### config.mk
export PLATFORM = sky130hd
export DESIGN_NAME = pipe_hazard_ctrl_flat
export DESIGN_NICKNAME = d
export VERILOG_FILES = /design/src/rtl/pipe_hazard_ctrl_pkg.sv /design/src/rtl/pipe_hazard_ctrl_if.sv /design/src/rtl/pipe_hazard_ctrl_perf_cnt.sv /design/src/rtl/pipe_hazard_ctrl.sv /design/src/flat_wrapper.sv
export SDC_FILE = /design/constraint.sdc
export NUM_CORES = 1
export LEC_CHECK = 0
export ABC_AREA = 1
export CORE_MARGIN = 1.5
export CORE_UTILIZATION = 39
export CTS_CLUSTER_SIZE = 10
export DETAILED_ROUTE_END_ITERATION = 6
export PLACE_DENSITY = 0.86
export SLEW_MARGIN = 40
export SYNTH_ARGS = -nofsm -noshare
export SYNTH_HDL_FRONTEND = slang
export SYNTH_SLANG_ARGS = --single-unit
### constraint.sdc
create_clock -name clk -period 3.57 [get_ports clk]
set_input_delay 0.714 -clock clk [delete_from_list [all_inputs] [get_ports clk]]
set_output_delay 0.714 -clock clk [all_outputs]
set_load 0.02 [all_outputs]
### src/rtl/pipe_hazard_ctrl_pkg.sv
// Shared types for the pipeline hazard controller: the FSM state encoding
// and the register-index width used by the hazard compare logic.
package hazard_pkg;

  localparam int REG_IDX_W = 5;

  typedef enum logic [1:0] {
    RUN      = 2'd0,
    MEM_WAIT = 2'd1,
    ERROR    = 2'd2
  } hz_state_e;

endpackage

### src/rtl/pipe_hazard_ctrl_if.sv
// Hazard-controller bus. The master is the pipeline datapath, which drives
// the hazard sources. The slave is the controller, which drives the enables and flushes.
interface pipe_hazard_ctrl_if;
  import hazard_pkg::*;

  logic [REG_IDX_W-1:0] id_rs1;
  logic [REG_IDX_W-1:0] id_rs2;
  logic [REG_IDX_W-1:0] idex_rd;
  logic                 idex_lw;
  logic                 exmem_branch_taken;
  logic                 exmem_jump;
  logic                 exmem_jalr;
  logic                 exmem_lw;
  logic                 exmem_sw;
  logic                 mem_ready;

  logic                 pc_en;
  logic                 ifid_en;
  logic                 idex_en;
  logic                 exmem_en;
  logic                 memwb_en;
  logic                 ifid_flush;
  logic                 idex_flush;
  logic                 exmem_flush;
  logic                 pc_redirect;
  logic                 mem_valid;
  logic                 mem_err;
  logic [31:0]          stall_cnt;

  modport master (
    output id_rs1, id_rs2, idex_rd, idex_lw,
           exmem_branch_taken, exmem_jump, exmem_jalr,
           exmem_lw, exmem_sw, mem_ready,
    input  pc_en, ifid_en, idex_en, exmem_en, memwb_en,
           ifid_flush, idex_flush, exmem_flush,
           pc_redirect, mem_valid, mem_err, stall_cnt
  );

  modport slave (
    input  id_rs1, id_rs2, idex_rd, idex_lw,
           exmem_branch_taken, exmem_jump, exmem_jalr,
           exmem_lw, exmem_sw, mem_ready,
    output pc_en, ifid_en, idex_en, exmem_en, memwb_en,
           ifid_flush, idex_flush, exmem_flush,
           pc_redirect, mem_valid, mem_err, stall_cnt
  );

endinterface

### src/rtl/pipe_hazard_ctrl_perf_cnt.sv
// Saturating 32-bit stall-cycle counter. It is instantiated by
// pipe_hazard_ctrl only when HAZARD_PERF_CNT_EN is defined.
module hazard_perf_cnt (
  input  logic        clk,
  input  logic        reset,
  input  logic        i_inc,
  output logic [31:0] o_cnt
);

  logic [31:0] r_cnt;

  function automatic logic [31:0] sat_inc(input logic [31:0] val);
    return (val == 32'hFFFF_FFFF) ? val : val + 32'd1;
  endfunction

  always_ff @(posedge clk or posedge reset) begin
    if (reset)
      r_cnt <= '0;
    else if (i_inc)
      r_cnt <= sat_inc(r_cnt);
  end

  assign o_cnt = r_cnt;

endmodule

### src/rtl/pipe_hazard_ctrl.sv
// Pipeline hazard controller: memory-wait FSM, redirect flushes, and load-use bubbles.
// Define HAZARD_PERF_CNT_EN to build the saturating stall-cycle counter.
module pipe_hazard_ctrl
  import hazard_pkg::*;
#(
  parameter int MEM_TIMEOUT = 16
) (
  input  logic               clk,
  input  logic               reset,
  pipe_hazard_ctrl_if.slave  bus
);

  localparam int CNT_W = $clog2(MEM_TIMEOUT + 1);
  localparam logic [CNT_W-1:0] TIMEOUT_C = CNT_W'(MEM_TIMEOUT);

  hz_state_e        r_state, w_state_nxt;
  logic [CNT_W-1:0] r_wait_cnt, w_wait_nxt;

  logic w_mem_req, w_redirect, w_load_use;
  logic w_pc_en, w_ifid_en, w_idex_en, w_exmem_en, w_memwb_en;
  logic w_ifid_flush, w_idex_flush, w_exmem_flush;
  logic w_pc_redirect, w_mem_valid;

  assign w_mem_req  = bus.exmem_lw | bus.exmem_sw;
  assign w_redirect = bus.exmem_branch_taken | bus.exmem_jump | bus.exmem_jalr;
  // A load into x0 never creates a dependency.
  assign w_load_use = bus.idex_lw && (bus.idex_rd != '0) &&
                      ((bus.idex_rd == bus.id_rs1) || (bus.idex_rd == bus.id_rs2));

  always_ff @(posedge clk or posedge reset) begin
    if (reset) begin
      r_state    <= RUN;
      r_wait_cnt <= '0;
    end else begin
      r_state    <= w_state_nxt;
      r_wait_cnt <= w_wait_nxt;
    end
  end

  always_comb begin
    w_state_nxt   = r_state;
    w_wait_nxt    = r_wait_cnt;
    w_pc_en       = 1'b1;
    w_ifid_en     = 1'b1;
    w_idex_en     = 1'b1;
    w_exmem_en    = 1'b1;
    w_memwb_en    = 1'b1;
    w_ifid_flush  = 1'b0;
    w_idex_flush  = 1'b0;
    w_exmem_flush = 1'b0;
    w_pc_redirect = 1'b0;
    w_mem_valid   = 1'b0;

    if (!reset) begin
      case (r_state)
        RUN: begin
          w_mem_valid = w_mem_req;
          if (w_mem_req && !bus.mem_ready) begin
            {w_pc_en, w_ifid_en, w_idex_en, w_exmem_en, w_memwb_en} = '0;
            w_state_nxt = MEM_WAIT;
            w_wait_nxt  = CNT_W'(1);
          end else if (w_redirect) begin
            w_pc_redirect = 1'b1;
            w_ifid_flush  = 1'b1;
            w_idex_flush  = 1'b1;
            w_exmem_flush = 1'b1;
          end else if (w_load_use) begin
            w_pc_en      = 1'b0;
            w_ifid_en    = 1'b0;
            w_idex_flush = 1'b1;
          end
        end

        // Redirects and load-use are deferred until the pipeline is back in RUN.
        MEM_WAIT: begin
          w_mem_valid = 1'b1;
          if (bus.mem_ready) begin
            w_state_nxt = RUN;
            w_wait_nxt  = '0;
          end else begin
            {w_pc_en, w_ifid_en, w_idex_en, w_exmem_en, w_memwb_en} = '0;
            if (r_wait_cnt == TIMEOUT_C)
              w_state_nxt = ERROR;
            else
              w_wait_nxt = r_wait_cnt + CNT_W'(1);
          end
        end

        ERROR: begin
          {w_pc_en, w_ifid_en, w_idex_en, w_exmem_en, w_memwb_en} = '0;
        end

        default: begin
          w_state_nxt = RUN;
          w_wait_nxt  = '0;
        end
      endcase
    end
  end

  assign bus.pc_en       = w_pc_en;
  assign bus.ifid_en     = w_ifid_en;
  assign bus.idex_en     = w_idex_en;
  assign bus.exmem_en    = w_exmem_en;
  assign bus.memwb_en    = w_memwb_en;
  assign bus.ifid_flush  = w_ifid_flush;
  assign bus.idex_flush  = w_idex_flush;
  assign bus.exmem_flush = w_exmem_flush;
  assign bus.pc_redirect = w_pc_redirect;
  assign bus.mem_valid   = w_mem_valid;
  assign bus.mem_err     = (r_state == ERROR);

`ifdef HAZARD_PERF_CNT_EN
  hazard_perf_cnt u_perf_cnt (
    .clk   (clk),
    .reset (reset),
    .i_inc (~w_pc_en),
    .o_cnt (bus.stall_cnt)
  );
`else
  assign bus.stall_cnt = 32'd0;
`endif

endmodule

### src/flat_wrapper.sv
// flat-port wrapper written by rule: the top's interface ports become plain ports
module pipe_hazard_ctrl_flat import hazard_pkg::*;
#(
  parameter int MEM_TIMEOUT = 16
)
  (clk, reset, bus_id_rs1, bus_id_rs2, bus_idex_rd, bus_idex_lw, bus_exmem_branch_taken, bus_exmem_jump, bus_exmem_jalr, bus_exmem_lw, bus_exmem_sw, bus_mem_ready, bus_pc_en, bus_ifid_en, bus_idex_en, bus_exmem_en, bus_memwb_en, bus_ifid_flush, bus_idex_flush, bus_exmem_flush, bus_pc_redirect, bus_mem_valid, bus_mem_err, bus_stall_cnt);
  pipe_hazard_ctrl_if bus_i ();
  input  logic clk;
  input  logic reset;
  input wire logic [$bits(bus_i.id_rs1)-1:0] bus_id_rs1;
  input wire logic [$bits(bus_i.id_rs2)-1:0] bus_id_rs2;
  input wire logic [$bits(bus_i.idex_rd)-1:0] bus_idex_rd;
  input wire logic [$bits(bus_i.idex_lw)-1:0] bus_idex_lw;
  input wire logic [$bits(bus_i.exmem_branch_taken)-1:0] bus_exmem_branch_taken;
  input wire logic [$bits(bus_i.exmem_jump)-1:0] bus_exmem_jump;
  input wire logic [$bits(bus_i.exmem_jalr)-1:0] bus_exmem_jalr;
  input wire logic [$bits(bus_i.exmem_lw)-1:0] bus_exmem_lw;
  input wire logic [$bits(bus_i.exmem_sw)-1:0] bus_exmem_sw;
  input wire logic [$bits(bus_i.mem_ready)-1:0] bus_mem_ready;
  output wire logic [$bits(bus_i.pc_en)-1:0] bus_pc_en;
  output wire logic [$bits(bus_i.ifid_en)-1:0] bus_ifid_en;
  output wire logic [$bits(bus_i.idex_en)-1:0] bus_idex_en;
  output wire logic [$bits(bus_i.exmem_en)-1:0] bus_exmem_en;
  output wire logic [$bits(bus_i.memwb_en)-1:0] bus_memwb_en;
  output wire logic [$bits(bus_i.ifid_flush)-1:0] bus_ifid_flush;
  output wire logic [$bits(bus_i.idex_flush)-1:0] bus_idex_flush;
  output wire logic [$bits(bus_i.exmem_flush)-1:0] bus_exmem_flush;
  output wire logic [$bits(bus_i.pc_redirect)-1:0] bus_pc_redirect;
  output wire logic [$bits(bus_i.mem_valid)-1:0] bus_mem_valid;
  output wire logic [$bits(bus_i.mem_err)-1:0] bus_mem_err;
  output wire logic [$bits(bus_i.stall_cnt)-1:0] bus_stall_cnt;
  assign bus_i.id_rs1 = bus_id_rs1;
  assign bus_i.id_rs2 = bus_id_rs2;
  assign bus_i.idex_rd = bus_idex_rd;
  assign bus_i.idex_lw = bus_idex_lw;
  assign bus_i.exmem_branch_taken = bus_exmem_branch_taken;
  assign bus_i.exmem_jump = bus_exmem_jump;
  assign bus_i.exmem_jalr = bus_exmem_jalr;
  assign bus_i.exmem_lw = bus_exmem_lw;
  assign bus_i.exmem_sw = bus_exmem_sw;
  assign bus_i.mem_ready = bus_mem_ready;
  assign bus_pc_en = bus_i.pc_en;
  assign bus_ifid_en = bus_i.ifid_en;
  assign bus_idex_en = bus_i.idex_en;
  assign bus_exmem_en = bus_i.exmem_en;
  assign bus_memwb_en = bus_i.memwb_en;
  assign bus_ifid_flush = bus_i.ifid_flush;
  assign bus_idex_flush = bus_i.idex_flush;
  assign bus_exmem_flush = bus_i.exmem_flush;
  assign bus_pc_redirect = bus_i.pc_redirect;
  assign bus_mem_valid = bus_i.mem_valid;
  assign bus_mem_err = bus_i.mem_err;
  assign bus_stall_cnt = bus_i.stall_cnt;
  pipe_hazard_ctrl #(.MEM_TIMEOUT(MEM_TIMEOUT)) u_core (.clk(clk), .reset(reset), .bus(bus_i));
endmodule
==> results.txt <==
Total Die Area - 0.00293 mm²
post-route setup slack - 0.301 ns
register area - 175 µm²
most frequent cells in the layout - 43 x nand2_1, 34 x clkdlybuf4s50_1, 32 x conb_1, 27 x inv_1, 18 x nor2_1
HPWL after DPL - 1630 µm
fmax - 306 MHz
initial core utilization - 41.1%
final setup vio count - 0
critical path depth in cells - 7
Tot Pwr - 0.540 mW
peak supply drop - 349 µV
flop2flop setup slack - 2.20 ns
Hold-fix buffers, CTS - 0
Initial DRC Count - 31
total CTS buffers - 3
vias per inst - 4.14
main combinational cell family by area after synthesis - buffers and inverters
P_leak - 0.707 nW
commonest non-fill, non-tap cell in the layout - nand2_1
WHS Path Cells - 2
wire per inst - 7.80 µm
Post-Synth Simple-Gate Area - 32.3%
Reg clk slew, reported paths - 0.04 ns
worst endpoint required time - 2.86 ns
Synth Area in XOR/XNOR - 1.72%
Final Hold Vio Count - 0
Worst Setup Start Kind - input port
P&R area growth vs syn - 25.3%
final WL - 1810 µm
Final Max Tran Viols - 0
Buf/Inv on CP - 3
Ant. Diodes - 0
number of fill cells in the layout - 262
status - completed
share of cells above drive strength 1 - 5.45%
worst reg-to-reg path cell count - 8
GR Overflow Total - 0
kind of cell adding the most delay to the critical path - buffers and inverters
root buffer cell - clkbuf_4
Die Height - 54.1 µm
Worst Path Max Fanout - 4
combinational share of power - 64.0%
worst min path class - reg -> reg
CTS Buffer Depth - 2
sw frac - 47.5%
Worst Setup End Kind - primary output
cells along the critical path - clkdlybuf4s50_1, o21bai_1, nand2_1, nor2_1, inv_1, nor2_1, clkdlybuf4s50_1
Synth Instances - 168
Flop pwr share - 23.5%
Post-DP Area - 0.00125 mm²
clock share of power - 12.5%
post-synthesis sequential area ratio - 17.2%
RePlAce Congestion - 0.790
worst clock skew - 0.00429 ns
syn avg cell area - 6.06 µm²
yosys warns - 0
post-route ant nets - 0
vias post-DR - 961
# IOs - 67
slowest CP cell - clkdlybuf4s50_1
compound-gate portion of the synthesized area - 7.99%
Finished Cell Area - 0.00128 mm²
Layout Nets - 229
pin count of the biggest net entering global routing - 9
Max Cap Viol - 0
first-pass GRT wire length - 2820 µm
CTS tree - done
H-tree Lvls - 1
Post-Place Worst Slack - 0.282 ns
vias in the first global route - 709
mapped cell area - 0.00102 mm²
RSZ-0062 raised after global routing - false
PostCTS Resize Cnt - 0
CTS Sinks - 7
Tot GR Track Use - 13.3%
NetSw - 0.256 mW
FF+latch count, synth - 7
Post-CTS Setup Inserts - 0
initial antenna violation count - 0
area occupied by multi-input gates - 573 µm²
Critical Path AT - 2.55 ns
setup_tns - 0 ns
Clk Latency, worst-skew pair - 0.24 ns
fin crit period - 3.27 ns
kind of critical path - in -> out
CP max stage delay - 0.64 ns
final worst-path cycle share - 91.6%
DRC - 0
die width - 54.1 µm
Cell Pwr Density - 423 mW/mm²
mux contribution to synthesized area - 0%
port bufs - 34
cell row count - 18
distinct cell type count after synthesis - 22
Core ar. - 0.00248 mm²
Internal - 0.284 mW
TritonRoute pass-1 iters - 4
final hold slack - 0.540 ns
adder-cell share of the synthesized area - 2.46%
-- final timing paths --
check	start	end
worst max-delay path	bus_mem_ready	bus_ifid_flush
worst min-delay path	u_core.r_wait_cnt[3]	u_core.r_wait_cnt[3]
worst max register to register	u_core.r_state[1]	u_core.r_wait_cnt[3]
worst min register to register	u_core.r_wait_cnt[3]	u_core.r_wait_cnt[3]
max in group asynchronous	reset	u_core.r_wait_cnt[2]
min in group asynchronous	reset	u_core.r_wait_cnt[0]
-- registers in the layout (all words and copies together), names as in the netlist --
name,flops
u_core.r_state,2
u_core.r_wait_cnt,5
-- tightest hold or removal path, delay by kind of cell (launching register included) --
family        cells  cell delay [ns]
simple gates      2             0.13
flops             1             0.38
-- metrics by stage --
stage          cells  utilization [%]
6_report         232             51.5
5_1_grt          232             51.5
3_5_place_dp     228             50.5
2_1_floorplan    199                -
3_3_place_gp     228             50.5
4_1_cts          232             51.5
-- per-layer routing --
metal / routed length, µm / part of all wire, % / up-vias / GRT usage (%)
li1: - / - / 510 / -
met1: 771 / 43 / 410 / 15.1
met2: 899 / 50 / 39 / 24.4
met3: 131 / 7.2 / 2 / 2.50
met4: 7 / 0.39 / 0 / 5.00
met5: 0 / 0 / - / 0
-- synthesized netlist by cell type, drive strengths merged --
master / count / area share (%)
nand2: 44 / 17
buf: 37 / 27
inv: 29 / 11
nor2: 19 / 7.2
nand3: 8 / 4.4
o21ai: 8 / 5.0
dfrtp: 7 / 17
a21oi: 3 / 1.5
nor4: 3 / 1.8
ha: 2 / 2.5
nand4: 2 / 1.2
xnor2: 2 / 1.7
conb: 1 / 0.37
o21a: 1 / 0.74
o21bai: 1 / 0.74
or3: 1 / 0.61
-- cells by family (layout without fill, tap and decap cells) --
kind of cell / Yosys count / count (layout)
and+or+nand+nor: 77 / 77
buffers and inverters: 66 / 69
xor gates and xnor gates: 2 / 2
DFF: 7 / 7
AOI/OAI and AO/OA: 13 / 13
other: 1 / 32
adders and majority gates: 2 / 2
-- final cells by class --
class                      count  area share (%)
clock buffer                   4            2.06
inverter                      29            8.53
multi-input combinational    126            44.9
sequential                     7            13.7
tap                           30            2.94
timing repair buffer          36            27.8
-- power by group through the flow --
stage	combinational, mW	sequential [mW]	clock, mW
after floorplan	0.265	0.123	0
after global placement	0.342	0.127	0
after detailed placement	0.346	0.128	0
after CTS	0.348	0.126	0.0709
after global routing	0.382	0.130	0.0753
final	0.346	0.127	0.0674
Note: power is estimated with default switching activity, not from simulation.
